$ cat src/rtl/serial_deframer_pkg.sv
// serial_deframer_pkg: shared state encoding and default parameters for the serial deframer.
// Rev 1.0
`default_nettype none

package serial_deframer_pkg;

  typedef enum logic [1:0] {
    HUNT    = 2'd0,
    COLLECT = 2'd1,
    PARITY  = 2'd2
  } state_t;

  localparam int         DEF_WIDTH       = 8;
  localparam logic [7:0] DEF_SYNC_WORD   = 8'hA5;
  localparam int         DEF_FRAME_WORDS = 4;

endpackage

`default_nettype wire

$ cat src/rtl/deframer_sipo.sv
// deframer_sipo: WIDTH-bit MSB-first shift register with shift enable and synchronous clear.
// Rev 1.0
`default_nettype none

module deframer_sipo
  import serial_deframer_pkg::*;
#(
  parameter int WIDTH = DEF_WIDTH
) (
  input  logic             clk,
  input  logic             rst,
  input  logic             clr_i,
  input  logic             shift_i,
  input  logic             din_i,
  output logic [WIDTH-1:0] q_o
);

  logic [WIDTH-1:0] sr_q;

  always_ff @(posedge clk or negedge rst) begin
    if (!rst) begin
      sr_q <= '0;
    end else if (clr_i) begin
      sr_q <= '0;
    end else if (shift_i) begin
      sr_q <= {sr_q[WIDTH-2:0], din_i};
    end
  end

  assign q_o = sr_q;

endmodule

`default_nettype wire

$ cat src/rtl/serial_deframer.sv
// serial_deframer: hunts a serial stream for SYNC_WORD, then emits FRAME_WORDS words MSB-first.
// Rev 1.0. Optional even-parity bit per word with macro SERIAL_DEFRAMER_PARITY_EN.
`default_nettype none

module serial_deframer
  import serial_deframer_pkg::*;
#(
  parameter int               WIDTH       = DEF_WIDTH,
  parameter logic [WIDTH-1:0] SYNC_WORD   = WIDTH'(DEF_SYNC_WORD),
  parameter int               FRAME_WORDS = DEF_FRAME_WORDS
) (
  input  logic             clk,
  input  logic             rst,
  input  logic             bit_valid,
  input  logic             data_in,
  output logic [WIDTH-1:0] word_out,
  output logic             word_valid,
  output logic             locked,
  output logic             frame_done,
  output logic             parity_err
);

  localparam int BCW = $clog2(WIDTH);
  localparam int WCW = (FRAME_WORDS > 1) ? $clog2(FRAME_WORDS) : 1;
  localparam logic [BCW-1:0] BIT_LAST  = BCW'(WIDTH - 1);
  localparam logic [WCW-1:0] WORD_LAST = WCW'(FRAME_WORDS - 1);

  state_t           state_q, state_d;
  logic [BCW-1:0]   bit_cnt_q, bit_cnt_d;
  logic [WCW-1:0]   word_cnt_q, word_cnt_d;
  logic [WIDTH-1:0] word_q, word_d;
  logic             word_valid_q, word_valid_d;
  logic             locked_q;
  logic             frame_done_q, frame_done_d;

  logic [WIDTH-1:0] win_q, asm_q, win_next, emit_word;
  logic             win_shift, win_clr, asm_shift, asm_clr, emit;

  deframer_sipo #(.WIDTH(WIDTH)) u_window (
    .clk     (clk),
    .rst     (rst),
    .clr_i   (win_clr),
    .shift_i (win_shift),
    .din_i   (data_in),
    .q_o     (win_q)
  );

  deframer_sipo #(.WIDTH(WIDTH)) u_assemble (
    .clk     (clk),
    .rst     (rst),
    .clr_i   (asm_clr),
    .shift_i (asm_shift),
    .din_i   (data_in),
    .q_o     (asm_q)
  );

  assign win_next = WIDTH'({win_q, data_in});

`ifdef SERIAL_DEFRAMER_PARITY_EN
  logic parity_err_q, parity_err_d;
`else
  logic [WIDTH-1:0] asm_next;
  assign asm_next = WIDTH'({asm_q, data_in});
`endif

  always_comb begin
    state_d      = state_q;
    bit_cnt_d    = bit_cnt_q;
    word_cnt_d   = word_cnt_q;
    word_d       = word_q;
    word_valid_d = 1'b0;
    frame_done_d = 1'b0;
    win_shift    = 1'b0;
    win_clr      = 1'b0;
    asm_shift    = 1'b0;
    asm_clr      = 1'b0;
    emit         = 1'b0;
    emit_word    = asm_q;
`ifdef SERIAL_DEFRAMER_PARITY_EN
    parity_err_d = 1'b0;
`endif
    if (bit_valid) begin
      unique case (state_q)
        HUNT: begin
          win_shift = 1'b1;
          if (win_next == SYNC_WORD) begin
            state_d    = COLLECT;
            bit_cnt_d  = '0;
            word_cnt_d = '0;
            asm_clr    = 1'b1;
          end
        end
        COLLECT: begin
          asm_shift = 1'b1;
          if (bit_cnt_q == BIT_LAST) begin
            bit_cnt_d = '0;
`ifdef SERIAL_DEFRAMER_PARITY_EN
            state_d   = PARITY;
`else
            emit      = 1'b1;
            emit_word = asm_next;
`endif
          end else begin
            bit_cnt_d = bit_cnt_q + BCW'(1);
          end
        end
`ifdef SERIAL_DEFRAMER_PARITY_EN
        PARITY: begin
          // Even parity: the word plus its parity bit must carry an even number of ones.
          if ((^asm_q) ^ data_in) begin
            parity_err_d = 1'b1;
            state_d      = HUNT;
            win_clr      = 1'b1;
          end else begin
            state_d = COLLECT;
            emit    = 1'b1;
          end
        end
`endif
        default: state_d = HUNT;
      endcase
    end
    if (emit) begin
      word_d       = emit_word;
      word_valid_d = 1'b1;
      if (word_cnt_q == WORD_LAST) begin
        // Clearing the window keeps payload bits from re-triggering a lock.
        frame_done_d = 1'b1;
        state_d      = HUNT;
        win_clr      = 1'b1;
        word_cnt_d   = '0;
      end else begin
        word_cnt_d = word_cnt_q + WCW'(1);
      end
    end
  end

  always_ff @(posedge clk or negedge rst) begin
    if (!rst) begin
      state_q      <= HUNT;
      bit_cnt_q    <= '0;
      word_cnt_q   <= '0;
      word_q       <= '0;
      word_valid_q <= 1'b0;
      locked_q     <= 1'b0;
      frame_done_q <= 1'b0;
    end else begin
      state_q      <= state_d;
      bit_cnt_q    <= bit_cnt_d;
      word_cnt_q   <= word_cnt_d;
      word_q       <= word_d;
      word_valid_q <= word_valid_d;
      locked_q     <= (state_d != HUNT);
      frame_done_q <= frame_done_d;
    end
  end

`ifdef SERIAL_DEFRAMER_PARITY_EN
  always_ff @(posedge clk or negedge rst) begin
    if (!rst) begin
      parity_err_q <= 1'b0;
    end else begin
      parity_err_q <= parity_err_d;
    end
  end
  assign parity_err = parity_err_q;
`else
  assign parity_err = 1'b0;
`endif

  assign word_out   = word_q;
  assign word_valid = word_valid_q;
  assign locked     = locked_q;
  assign frame_done = frame_done_q;

endmodule

`default_nettype wire

$ cat config.mk
export PLATFORM = sky130hd
export DESIGN_NAME = serial_deframer
export DESIGN_NICKNAME = d
export VERILOG_FILES = /design/src/rtl/serial_deframer_pkg.sv /design/src/rtl/deframer_sipo.sv /design/src/rtl/serial_deframer.sv
export SDC_FILE = /design/constraint.sdc
export NUM_CORES = 1
export LEC_CHECK = 0
export CAP_MARGIN = 10
export CORE_ASPECT_RATIO = 1.25
export CORE_MARGIN = 3
export CORE_UTILIZATION = 30
export CTS_CLUSTER_DIAMETER = 50
export DETAILED_ROUTE_END_ITERATION = 10
export HOLD_SLACK_MARGIN = 0.05
export PLACE_DENSITY = 0.44
export SYNTH_ARGS = -nofsm -noshare
export SYNTH_HDL_FRONTEND = slang
export SYNTH_SLANG_ARGS = --single-unit
$ cat constraint.sdc
create_clock -name clk -period 1.7 [get_ports clk]
set_clock_uncertainty 0.05 [all_clocks]
set_input_delay 0.34 -clock clk [delete_from_list [all_inputs] [get_ports clk]]
set_output_delay 0.34 -clock clk [all_outputs]
set_load 0.005 [all_outputs]
==> flow_summary_export.csv <==
group,metric,value,unit
critical_path,max_stage_delay,0.39,ns
drt,antenna_left,0,
synth,yosysTopAreaCellShare,57.1,%
power,p_per_area,1270,nW/µm²
finish,stdcell_area,1760,µm²
global_route,globalRouteOverflowTotal,0,
global_route,grt_pass1_vias,924,
critical_path,crit_arrival,1.72,ns
placement,post-place-ws,-0.0466,ns
placement,io_buffers,14,
drt,post_drt_via_cell_ratio,4.52,
critical_path,critPathLaunchType,"register",
synth,synth_cells,120,
finish,drive_above_1_share,22.1,%
critical_path,cp_common_cell,"ha_1",
finish,syn_to_final_growth,25.7,%
critical_path,startpoint,"bit_cnt_q[0]",
synth,netlist_top_cells_count,"dfrtp_1, nand2_1, a21oi_1",
global_route,grt_max_degree,33,
finish,utilization,39.5,%
placement,globalplace.congestion,0.663,
die,initial_utilization,31.4,%
cts,numClockSinks,32,
placement,hpwl,1.68,mm
cts,cts_root_buffer,"clkbuf_8",
cts,clkTransAtPathRegs,0.06,ns
critical_path,path_cells,"ha_1 > ha_1 > nand4b_1 > buf_4 > mux2_2",
timing,maxSlewViolCount,0,
synth,ys_seq_area_share,57.1,%
critical_path,cp_slowest_cell,"dfrtp_1",
global_route,antenna_found_initial,0,
synth,synth_warnings,0,
die,die_h,82.4,µm
drt,drc,0,
synth,synth_flop_cell,"dfrtp_1",
timing,fin_crit,1.61,ns
hold_path,hold_class,"in -> async",
synth,synthArstFlopShare,100,%
synth,ys_ff_latch,32,
timing,hold_viol_final,0,
cts,post_cts.repair.setup_buffers,0,
finish,layout.nets,151,
drt,wl_per_cell,12.0,µm
job,maxCapViolations,0,
critical_path,crit_family,"adder cells",
cts,numCtsBuffers,5,
cts,htreeDepth,2,
die,die_width,67.1,µm
synth,synth_fp_nets,127,
drt,wirelength,2.43,mm
critical_path,crit_buf_inv,1,
critical_path,r2r-start,"bit_cnt_q[0]",
die,design.die.area,5530,µm²
power,p_leak,0.000846,µW
finish,n_fill_cell,435,
drt,drtIter0Drc,22,
synth,avgSynthCellArea,11.7,µm²
timing,rsz0062_at_grt,"no",
timing,fmax,0.620,GHz
die,io_pins,16,
cts,cts_resized,0,
global_route,grt_pass1_wl,4.33,mm
timing,timing.final.ws_setup,0.0879,ns
critical_path,worstSetupEndpointType,"register",
power,worst_ir_drop_vdd,0.000506,V
synth,synth_area_leader_cell,"dfrtp_1",
synth,yosys-top-cells-area,"dfrtp_1, nand2_1, mux2i_1",
cts,hold_buffers,0,
finish,diodes,0,
critical_path,worstPathRequired,1.81,ns
critical_path,criticalPathCategory,"reg -> reg",
timing,tns,0,ns
die,row_count,27,
drt,drtPass1Iterations,6,
drt,via_count,918,
global_route,grt_usage,10.7,%
cts,clk_latency,0.28,ns
synth,post-synth-top-count-cell,"dfrtp_1",
die,core,4460,µm²
critical_path,crit_path_max_fanout,12,
run_status,status,"finished, final reports clean",
placement,placed_cell_area,1640,µm²
synth,synth_edf_count,0,
synth,syn_area,1400,µm²
timing,setup_viol,0,
timing,fin_crit_sh,94.8,%
synth,synth.distinct_cells,30,
cts,cts_buffer_depth,2,
cts,cts_tree,"done",
[flip-flops by register name, indices dropped and copies added, names as in the netlist, 2 cells and up]
signal          count
u_assemble.q_o      7
word_cnt_q          2
state_q             2
word_out            8
bit_cnt_q           3
u_window.q_o        7
[cell families after synthesis]
logic type / Yosys count / synth area share, %
and+or+nand+nor: 40 / 15.1
DFF: 32 / 57.1
AOI/OAI and AO/OA: 17 / 7.95
muxes: 15 / 11.4
buffers and inverters: 12 / 5.45
adders and majority gates: 3 / 2.68
other: 1 / 0.268
[worst paths after layout]
kind,end,slack [ns],cells past startpoint
max in group asynchronous,word_out[0],0.90,2
min,bit_cnt_q[2],0.41,2
min in group clk,word_out[6],0.44,1
max reg2reg,word_out[0],0.09,5
min reg2reg,word_out[6],0.44,1
max,word_out[0],0.09,5
[layer usage]
metal  track usage, %  vias up  wire length (µm)
li1                 -      456                 -
met1             11.8      438              1030
met2             18.0       18              1230
met3             4.06        6               118
met4             4.87        0                48
met5                0        -                 0
[stage by stage]
stage / instances / total power [µW] / hold WS, ns
after floorplan: 120 / 1330 / -0.00559
after global placement: 195 / 1460 / 0.422
after detailed placement: 195 / 1470 / 0.430
after CTS: 203 / 2290 / 0.420
after global routing: 203 / 2410 / 0.448
final: 203 / 2240 / 0.412
[worst reg2reg max path, delay by kind of cell, from the launching register on]
family | cells | cell delay (ns)
AND/OR/NAND/NOR | 1 | 0.10
flip-flops | 1 | 0.39
adder cells (fa/ha/maj) | 2 | 0.41
multiplexers | 1 | 0.35
buffers and inverters | 1 | 0.20
[cells in the final DEF, fill, tap and decap left out]
cell,count
o21ai_0,3
mux2_2,6
inv_1,4
a31oi_1,1
o21ai_2,1
nand3_1,1
conb_1,1
nor2_1,7
and3_1,1
nor2b_1,1
and3_4,1
nand4b_1,1
and4bb_2,2
dfrtp_1,32
a211oi_2,1
and3b_1,1
mux2_1,2
clkbuf_8,7
nand4_1,1
nand3b_1,1
clkdlybuf4s50_1,14
buf_4,11
nor3b_2,1
o2bb2ai_2,1
bufinv_16,1
nand2_1,20
ha_1,3
a211o_1,1
or3_1,2
a21oi_1,9
mux2i_1,7
[layout make-up]
type / count / area [µm²] / share of cell area (%)
tap: 58 / 72.6 / 4.12
sequential: 32 / 801 / 45.5
clock inverter: 1 / 30.0 / 1.70
clock buffer: 7 / 96.3 / 5.47
multi-input combinational: 76 / 524 / 29.8
timing repair buffer: 25 / 223 / 12.6
inverter: 4 / 15.0 / 0.852
[power breakdown]
part,total (µW),internal (µW),switching [µW]
sequential,1030,919,113
combinational,420,223,197
clock,787,517,270
total,2240,1660,580
Note: power is estimated with default switching activity, not from simulation.
